$ cat src/rtl/prog_loader_pkg.sv
// Shared constants for the program loader: FSM state encoding and stream framing.
// Optional checksum trailer is enabled with PROG_LOADER_CHECKSUM_EN.
package prog_loader_pkg;

   localparam int unsigned STATE_W        = 3;
   localparam int unsigned BYTES_PER_WORD = 4;
   localparam int unsigned LEN_BYTES      = 2;
   localparam int unsigned LEN_W          = 8 * LEN_BYTES;
   localparam int unsigned WORD_W         = 8 * BYTES_PER_WORD;
   localparam int unsigned LANE_W         = $clog2(BYTES_PER_WORD);

   localparam logic [STATE_W-1:0] IDLE   = 3'd0;
   localparam logic [STATE_W-1:0] LEN_LO = 3'd1;
   localparam logic [STATE_W-1:0] LEN_HI = 3'd2;
   localparam logic [STATE_W-1:0] DATA   = 3'd3;
   localparam logic [STATE_W-1:0] WRITE  = 3'd4;
   localparam logic [STATE_W-1:0] CHECK  = 3'd5;
   localparam logic [STATE_W-1:0] DONE   = 3'd6;
   localparam logic [STATE_W-1:0] ERR    = 3'd7;

endpackage

$ cat src/rtl/prog_loader_word_assembler.sv
// Packs little-endian stream bytes into a 32-bit word; full_c_o flags the byte
// that completes the word.
module word_assembler
   import prog_loader_pkg::*;
(
   input  logic              clk,
   input  logic              reset,
   input  logic              clear_i,
   input  logic              load_i,
   input  logic [7:0]        byte_i,
   output logic [WORD_W-1:0] word_o,
   output logic              full_c_o
);

   logic [LANE_W-1:0] lane_q, lane_d;
   logic [WORD_W-1:0] word_q, word_d;

   always_comb begin
      lane_d = lane_q;
      word_d = word_q;
      if (clear_i) begin
         lane_d = '0;
      end else if (load_i) begin
         word_d[{lane_q, 3'b000} +: 8] = byte_i;
         lane_d = lane_q + LANE_W'(1);
      end
   end

   always_ff @(posedge clk) begin
      if (reset) begin
         lane_q <= '0;
         word_q <= '0;
      end else begin
         lane_q <= lane_d;
         word_q <= word_d;
      end
   end

   assign word_o   = word_q;
   assign full_c_o = load_i && !clear_i && (lane_q == LANE_W'(BYTES_PER_WORD - 1));

endmodule

$ cat src/rtl/prog_loader.sv
// Length-prefixed byte-stream loader: writes N words to imem, then releases core reset.
// Define PROG_LOADER_CHECKSUM_EN to require a trailing XOR checksum byte.
module prog_loader
   import prog_loader_pkg::*;
#(
   parameter int unsigned ADDR_W = 8,
   parameter int unsigned DEPTH  = 256
) (
   input  logic              clk,
   input  logic              reset,
   input  logic              start,
   input  logic              byte_valid,
   input  logic [7:0]        byte_data,
   output logic              byte_ready,
   output logic              imem_we,
   output logic [ADDR_W-1:0] imem_addr,
   output logic [31:0]       imem_wdata,
   output logic              core_reset,
   output logic              done,
   output logic              error
);

   localparam int unsigned CNT_W = ADDR_W + 1;

`ifdef PROG_LOADER_CHECKSUM_EN
   localparam logic [STATE_W-1:0] LAST_NEXT = CHECK;
`else
   localparam logic [STATE_W-1:0] LAST_NEXT = DONE;
`endif

   logic [STATE_W-1:0] state_q, state_d;
   logic [LEN_W-1:0]   len_q, len_d;
   logic [CNT_W-1:0]   cnt_q, cnt_d;
   logic               ready_q, ready_d;
   logic               we_q, we_d;
   logic               core_reset_q, core_reset_d;
   logic               done_q, done_d;
   logic               error_q, error_d;
   logic               xfer_c;
   logic               asm_clear_c, asm_load_c, asm_full_c;
   logic [LEN_W-1:0]   len_full_c;

   assign xfer_c     = byte_valid && ready_q;
   assign len_full_c = {byte_data, len_q[7:0]};

`ifdef PROG_LOADER_CHECKSUM_EN
   logic [7:0] csum_q, csum_d;

   // Running XOR over every accepted byte since leaving IDLE.
   always_comb begin
      csum_d = csum_q;
      if (state_q == IDLE)  csum_d = '0;
      else if (xfer_c)      csum_d = csum_q ^ byte_data;
   end

   always_ff @(posedge clk) begin
      if (reset) csum_q <= '0;
      else       csum_q <= csum_d;
   end
`endif

   always_comb begin
      state_d     = state_q;
      len_d       = len_q;
      cnt_d       = cnt_q;
      asm_clear_c = 1'b0;
      asm_load_c  = 1'b0;
      case (state_q)
         IDLE: begin
            cnt_d       = '0;
            len_d       = '0;
            asm_clear_c = 1'b1;
            if (start) state_d = LEN_LO;
         end
         LEN_LO: begin
            if (xfer_c) begin
               len_d   = {len_q[15:8], byte_data};
               state_d = LEN_HI;
            end
         end
         LEN_HI: begin
            if (xfer_c) begin
               len_d = len_full_c;
               if (len_full_c == '0)                      state_d = LAST_NEXT;
               else if (32'(len_full_c) > 32'(DEPTH))     state_d = ERR;
               else                                       state_d = DATA;
            end
         end
         DATA: begin
            asm_load_c = xfer_c;
            if (asm_full_c) state_d = WRITE;
         end
         WRITE: begin
            cnt_d   = cnt_q + CNT_W'(1);
            state_d = (LEN_W'(cnt_d) == len_q) ? LAST_NEXT : DATA;
         end
`ifdef PROG_LOADER_CHECKSUM_EN
         CHECK: begin
            if (xfer_c) state_d = (byte_data == csum_q) ? DONE : ERR;
         end
`endif
         DONE, ERR: state_d = state_q;
         default:   state_d = IDLE;
      endcase
   end

   // Outputs are registered from the next state so they line up with state_q.
   always_comb begin
      ready_d      = (state_d == LEN_LO) || (state_d == LEN_HI) ||
                     (state_d == DATA)   || (state_d == CHECK);
      we_d         = (state_d == WRITE);
      core_reset_d = (state_d != DONE);
      done_d       = (state_d == DONE);
      error_d      = (state_d == ERR);
   end

   always_ff @(posedge clk) begin
      if (reset) begin
         state_q      <= IDLE;
         len_q        <= '0;
         cnt_q        <= '0;
         ready_q      <= 1'b0;
         we_q         <= 1'b0;
         core_reset_q <= 1'b1;
         done_q       <= 1'b0;
         error_q      <= 1'b0;
      end else begin
         state_q      <= state_d;
         len_q        <= len_d;
         cnt_q        <= cnt_d;
         ready_q      <= ready_d;
         we_q         <= we_d;
         core_reset_q <= core_reset_d;
         done_q       <= done_d;
         error_q      <= error_d;
      end
   end

   word_assembler u_asm (
      .clk      (clk),
      .reset    (reset),
      .clear_i  (asm_clear_c),
      .load_i   (asm_load_c),
      .byte_i   (byte_data),
      .word_o   (imem_wdata),
      .full_c_o (asm_full_c)
   );

   assign byte_ready = ready_q;
   assign imem_we    = we_q;
   assign imem_addr  = cnt_q[ADDR_W-1:0];
   assign core_reset = core_reset_q;
   assign done       = done_q;
   assign error      = error_q;

endmodule

$ cat config.mk
export PLATFORM = sky130hd
export DESIGN_NAME = prog_loader
export DESIGN_NICKNAME = d
export VERILOG_FILES = /design/src/rtl/prog_loader_pkg.sv /design/src/rtl/prog_loader_word_assembler.sv /design/src/rtl/prog_loader.sv
export SDC_FILE = /design/constraint.sdc
export NUM_CORES = 1
export LEC_CHECK = 0
export CORE_MARGIN = 4
export CORE_UTILIZATION = 52
export CTS_CLUSTER_SIZE = 10
export DETAILED_ROUTE_END_ITERATION = 10
export MAX_ROUTING_LAYER = met4
export PLACE_DENSITY = 0.79
export SYNTH_ARGS = -nofsm -noshare
export SYNTH_HDL_FRONTEND = slang
export SYNTH_SLANG_ARGS = --single-unit
$ cat constraint.sdc
create_clock -name clk -period 3.2 [get_ports clk]
set_clock_uncertainty 0.1 [all_clocks]
set_input_delay 0.8 -clock clk [delete_from_list [all_inputs] [get_ports clk]]
set_output_delay 0.8 -clock clk [all_outputs]
set_load 0.1 [all_outputs]
==> impl_results.md, run 1 <==
- Slew HR: 0.380
- Number of nets in the final layout: 449
- Number of nets with antenna violations after detailed routing: 0
- Min-delay worst type: flop to flop
- Antenna Diode Count: 0
- Clock power frac: 0.441
- Post-Synthesis Cell Area: 0.00313 mm²
- Post-Synthesis Mean Instance Area: 8.23 µm²
- Switching part of the total: 0.261
- Total GRT Usage: 0.246
- Drt wl/cell: 16.2 µm
- # Post-CTS Setup Buffers: 0
- Fin. max-slew vios: 0
- Maximum fanout along the worst path: 10
- Final critical path time including I/O delays and setup: 2.73 ns
- Antenna violations before repair: 0
- Number of endpoints with negative hold slack in the final report: 0
- Count of endpoints failing setup in the final report: 0
- Total I/O pin count: 57
- Worst ir drop on vdd: 0.000362 V
- Count of hold-fix buffers inserted at cts: 0
- Remaining Overflow, GRT: 0
- Die extent in x: 85.5 µm
- Most used DFF post-synth: sky130_fd_sc_hd__dfxtp_1
- Required time of the critical path: 3.36 ns
- Power share of the combinational group: 0.111
- Leak pwr: 1.43 nW
- Area grow syn2layout: 22.9%
- CTS-repair resized insts: 0
- Max-cap viol count: 0
- Result of the run: finished, final reports clean
- Clock sink count: 67
- TritonRoute pass-1 iters: 6
- Period Utilization, post-route: 0.852
- Number of fill cells in the layout: 483
- Launching element type of the critical path: flop
- Internal power of the cells: 0.00143 W
- Wire length of the first global-routing pass: 14.0 mm
- DR vias/cell: 5.81
- Via count of the first global-routing pass: 2,960
- Routed wire length: 8.23 mm
- Post-synth ARST share: 0
- Input/output buffers: 56
- Distinct cell type count after synthesis: 50
- DRC violations left: 0
- Share of cells above drive strength 1: 0.200
- Highest achievable clock rate: 0.367 GHz
- Sequential fraction of the synthesis area: 0.429
- Total core area: 0.00568 mm²
- Die span in y: 85.5 µm
- Number of register bits inferred by synthesis: 67
- Yosys warns: 0
- Transition at the pin with the smallest max-transition slack: 0.928 ns
- Unrepaired setup endpoints after global routing: no
- CTS tree: built
- Number of levels the H-tree was split into: 3
- Largest buffer count on any clock path: 2
- Worst skew pair latency: 0.35 ns
- RD Place Congestion: 0.869
- Maximum number of pins on one net before global-route repair: 29
- Starting utilization of the core area: 0.551
- Via count: 2,950
- Total clock buffers created by CTS: 9
- Layout Cells excl Fill: 508
- Aggregate negative setup slack: 0 ns
- Net count after synthesis: 398
- Starting DRC count in detailed routing: 301
- Standard-cell rows: 27
- Data arrival time of the critical path: 2.89 ns
- Number of synthesized flops with an enable pin: 0
- Commonest non-fill, non-tap cell in the layout: sky130_fd_sc_hd__dfxtp_1
- Cells after DPL: 492
- Final HPWL from detailed placement: 5.69 mm
- Clk root buf: sky130_fd_sc_hd__clkbuf_8
- Mapped Cells: 380
- CP Capture Type: flop
- Most frequent cells in the layout: sky130_fd_sc_hd__dfxtp_1 (67), sky130_fd_sc_hd__buf_4 (59), sky130_fd_sc_hd__nand2_1 (50)
- Seq pwr share: 0.449
- Switching component of the power: 0.000506 W
- Die Area: 0.00732 mm²
- Power density normalized to cell area: 505 mW/mm²
- Start-to-end type of the worst setup path: flop to flop
- Clock-pin slew on the worst setup and hold paths: 0.07 ns
[cell type report]
cell class	instances	area [µm²]	area share
Tap cell	72	90.1	0.0234
Sequential cell	67	1340	0.349
Inverter	4	15.0	0.00391
Clock inverter	7	116	0.0303
Clock buffer	9	124	0.0322
Multi-Input combinational cell	279	1610	0.419
Timing Repair Buffer	70	548	0.143
[final timing paths]
check / start / end / slack [ns] / cells past startpoint
worst min-delay path: u_asm.word_o[9] / u_asm.word_o[9] / 0.35 / 2
worst max-delay path: cnt_q[0] / state_q[2] / 0.47 / 7
worst max register to register: cnt_q[0] / state_q[2] / 0.47 / 7
worst min register to register: u_asm.word_o[9] / u_asm.word_o[9] / 0.35 / 2
[worst max-delay path, cell delays in order, from the launching register on]
cell,delay [ns]
sky130_fd_sc_hd__dfxtp_1,0.50
sky130_fd_sc_hd__ha_1,0.43
sky130_fd_sc_hd__nand3_2,0.17
sky130_fd_sc_hd__or2_1,0.29
sky130_fd_sc_hd__xnor2_1,0.20
sky130_fd_sc_hd__o2111ai_1,0.19
sky130_fd_sc_hd__or4b_4,0.52
sky130_fd_sc_hd__a221oi_2,0.23
[per-layer routing]
layer  GRT usage  wire length (µm)  up-vias
met1       0.311              3660     1380
met3      0.0451               456       22
met4       0.127               225        0
li1            -                 -     1443
met2       0.377              3890      105
met5           -                 0        -
[power groups by stage]
stage	clock (W)	sequential [W]	combinational (W)
after floorplan	0	0.000908	0.000121
after global placement	0	0.000889	0.000212
after detailed placement	0	0.000889	0.000212
after CTS	0.000865	0.000870	0.000213
after global routing	0.000910	0.000873	0.000234
final	0.000854	0.000871	0.000214
[through the flow]
step / total power, W / setup slack (ns) / hold WS (ns) / area, µm² / util
floorplan: 0.00103 / 0.704 / 0.366 / 3130 / -
detailed placement: 0.00110 / 0.231 / 0.346 / 3600 / 0.635
finish: 0.00194 / 0.474 / 0.353 / 3840 / 0.677
CTS: 0.00195 / 0.486 / 0.356 / 3840 / 0.677
global route: 0.00202 / 0.250 / 0.373 / 3840 / 0.677
global placement: 0.00110 / 0.242 / 0.341 / 3600 / 0.635
[sequential cells by signal, summed over array words and instances, names as in the netlist]
name,flops
u_asm.word_o,32
len_q,16
cnt_q,9
state_q,3
u_asm.lane_q,2
byte_ready,1
core_reset,1
done,1
error,1
imem_we,1
[cells in the mapped netlist (all sizes together), types with 2 or more instances]
| master | n | area share |
|---|---|---|
| a221oi | 4 | 0.013 |
| a21o | 3 | 0.0076 |
| nand4 | 4 | 0.0080 |
| ha | 6 | 0.024 |
| a22oi | 17 | 0.042 |
| nand2 | 50 | 0.060 |
| nor4 | 4 | 0.0080 |
| nor3b | 6 | 0.014 |
| nor2b | 3 | 0.0060 |
| a21oi | 47 | 0.075 |
| buf | 13 | 0.031 |
| and2 | 4 | 0.0080 |
| and4b | 2 | 0.0064 |
| xor2 | 3 | 0.0084 |
| nor3 | 10 | 0.016 |
| nor2 | 34 | 0.041 |
| nand3 | 39 | 0.066 |
| nand4b | 2 | 0.0056 |
| a211o | 2 | 0.0056 |
| o21ai | 6 | 0.0096 |
| and3 | 2 | 0.0040 |
| inv | 4 | 0.0048 |
| or2 | 4 | 0.0088 |
| clkbuf | 17 | 0.020 |
| or3 | 2 | 0.0040 |
| xnor2 | 10 | 0.030 |
| dfxtp | 67 | 0.43 |
| o31ai | 2 | 0.0048 |
[logic make-up (layout without fill, tap and decap cells)]
kind of cell             count (synthesis)  after routing  synth area share
AND/OR/NAND/NOR                        169            169             0.265
AO/OA/AOI/OAI                           90             90             0.184
flip-flops                              67             67             0.429
buffers and inverters                   34             90            0.0564
XOR/XNOR                                13             13            0.0388
adder cells (fa/ha/maj)                  6              6            0.0240
multiplexers                             1              1           0.00320
Power figures use the tool's default switching activity.
==> inputs of run 2 (changes only) <==
--- a/config.mk
+++ b/config.mk
@@ -8,5 +8,5 @@
 export CORE_MARGIN = 4
 export CORE_UTILIZATION = 52
-export CTS_CLUSTER_SIZE = 10
+export CTS_CLUSTER_SIZE = 25
 export DETAILED_ROUTE_END_ITERATION = 10
 export MAX_ROUTING_LAYER = met4
==> constraint.sdc (replaced) <==
create_clock -name clk -period 3.2 [get_ports clk]
set_clock_uncertainty 0.1 [all_clocks]
set_input_delay 0.48 -clock clk [delete_from_list [all_inputs] [get_ports clk]]
set_output_delay 0.48 -clock clk [all_outputs]
set_load 0.1 [all_outputs]
==> run 2 against run 1 <==
Critical path depth unchanged. Critical endpoint unchanged. Hold slack gained 0.0015 ns. Largest power group unchanged. Register-to-register slack improved by 0.04 ns. Largest cell class unchanged. Fmax increased by 1.5%. Setup slack better by 0.040 ns. Sequential power barely moved. First-iteration DRC count fell by 16%. Non-clock buffer count is 7 lower. Count of clock-buffer cells in the layout increased by 1. Die area unchanged. Sequential share of layout area rose by 0.93 points. Combinational power about the same.
==> impl_results.md, run 2 (same netlist as run 1, synthesis figures left out) <==
- Count of endpoints failing setup in the final report: 0
- Count of hold-fix buffers inserted at cts: 0
- Largest buffer count on any clock path: 2
- Maximum number of pins on one net before global-route repair: 51
- Clock-pin slew on the worst setup and hold paths: 0.07 ns
- Number of levels the H-tree was split into: 3
- Worst hold slack: 0.355 ns
- Critical hold path startpoint: u_asm.word_o[2]
- DRC violations left: 0
- Remaining Overflow, GRT: 0
- Number of nets in the final layout: 442
- CTS-repair resized insts: 0
- Highest achievable clock rate: 0.372 GHz
- Routed wire length: 8.33 mm
- # Post-CTS Setup Buffers: 0
- Total I/O pin count: 57
- Starting utilization of the core area: 0.551
- Critical path origin: cnt_q[0]
- Wire length of the first global-routing pass: 13.5 mm
- Result of the run: finished, final reports clean
- Post-layout util: 0.660
- Cells after DPL: 485
- Antenna Diode Count: 0
- Share of cells above drive strength 1: 0.186
- Power density normalized to cell area: 476 mW/mm²
- Reg-to-reg critical path startpoint: cnt_q[0]
- Setup slack of the critical path after layout: 0.514 ns
- DR vias/cell: 5.92
- Number of endpoints with negative hold slack in the final report: 0
- Final HPWL from detailed placement: 5.63 mm
- Wire length on met3: 493 µm
- CP Capture Type: flop
- Clk root buf: sky130_fd_sc_hd__clkbuf_8
- CTS tree: built
- Number of fill cells in the layout: 504
- Drt wl/cell: 16.6 µm
- Maximum fanout along the worst path: 10
- Required time of the critical path: 3.37 ns
- Antenna violations before repair: 0
- Die extent in x: 85.5 µm
- Aggregate negative setup slack: 0 ns
- Worst skew pair latency: 0.35 ns
- TritonRoute pass-1 iters: 5
- Clock sink count: 67
- Via count: 2,967
- Max-cap viol count: 0
- RD Place Congestion: 0.840
- Unrepaired setup endpoints after global routing: no
- Period Utilization, post-route: 0.839
- Area grow syn2layout: 19.7%
- Die Area: 0.00732 mm²
- WL met1: 3.70 mm
- Total clock buffers created by CTS: 9
- Max FFs per register: 32
- Slew HR: 0.390
- Worst ir drop on vdd: 0.000313 V
- Standard-cell rows: 27
- Commonest non-fill, non-tap cell in the layout: sky130_fd_sc_hd__dfxtp_1
- Number of nets with antenna violations after detailed routing: 0
- Fin. max-slew vios: 0
- Start-to-end type of the worst setup path: flop to flop
- Layout Cells excl Fill: 501
- Leak pwr: 1.38 nW
- Top layer reached by signal wires: met4
- Total GRT Usage: 0.238
- Routed met2 length: 3.87 mm
- Total core area: 0.00568 mm²
- Input/output buffers: 56
- Via count of the first global-routing pass: 2,835
- DP Worst Slack: 0.450 ns
- Die span in y: 85.5 µm
- Launching element type of the critical path: flop
- Final critical path time including I/O delays and setup: 2.69 ns
- Min-delay worst type: flop to flop
- Starting DRC count in detailed routing: 252
- Most frequent cells in the layout: sky130_fd_sc_hd__dfxtp_1 (67), sky130_fd_sc_hd__buf_4 (52), sky130_fd_sc_hd__nand2_1 (50)
- Data arrival time of the critical path: 2.85 ns
- Transition at the pin with the smallest max-transition slack: 0.913 ns
run 2: cell types whose count changed in the layout (fill, tap and decap cells not counted):
cell,previous run,this run
sky130_fd_sc_hd__clkinv_4,1,0
sky130_fd_sc_hd__clkinv_2,2,5
sky130_fd_sc_hd__buf_4,59,52
sky130_fd_sc_hd__bufinv_16,3,1
sky130_fd_sc_hd__clkinvlp_4,1,0
sky130_fd_sc_hd__clkbuf_8,9,10
run 2: path summary, 6_finish.rpt:
path                          end  slack (ns)  cells after the start
setup / recovery       state_q[2]        0.51                      7
hold / removal    u_asm.word_o[2]        0.35                      2
setup reg to reg       state_q[2]        0.51                      7
hold reg to reg   u_asm.word_o[2]        0.35                      2
run 2: report_power, final:
part           internal (W)  leakage (nW)  switching, W  total [W]
Sequential         0.000847         0.540     0.0000247   0.000871
Combinational     0.0000661         0.734      0.000147   0.000214
Clock              0.000374         0.106      0.000322   0.000696
run 2: layout make-up:
type | count | area, µm² | area share
Multi-Input combinational cell | 279 | 1610 | 0.430
Tap cell | 72 | 90.1 | 0.0241
Clock buffer | 10 | 138 | 0.0368
Sequential cell | 67 | 1340 | 0.358
Inverter | 4 | 15.0 | 0.00401
Timing Repair Buffer | 63 | 495 | 0.132
Clock inverter | 6 | 55.1 | 0.0147
run 2: layer usage:
layer  vias up  GRT usage
li1       1429          -
met1      1392      0.293
met2       116      0.367
met3        30     0.0384
met4         0      0.140
met5         -          -
run 2: metrics by stage:
stage / instance area (µm²) / power, W
after CTS: 3740 / 0.00179
after detailed placement: 3550 / 0.00110
after global routing: 3740 / 0.00185
after global placement: 3550 / 0.00109
final: 3740 / 0.00178
after floorplan: 3130 / 0.00103
run 2: critical path, cell delays in order (launching register included):
cell and delay [ns]:
sky130_fd_sc_hd__dfxtp_1 0.46, sky130_fd_sc_hd__ha_1 0.43, sky130_fd_sc_hd__nand3_2 0.16, sky130_fd_sc_hd__or2_1 0.29, sky130_fd_sc_hd__xnor2_1 0.17, sky130_fd_sc_hd__o2111ai_1 0.22
sky130_fd_sc_hd__or4b_4 0.54, sky130_fd_sc_hd__a221oi_2 0.24
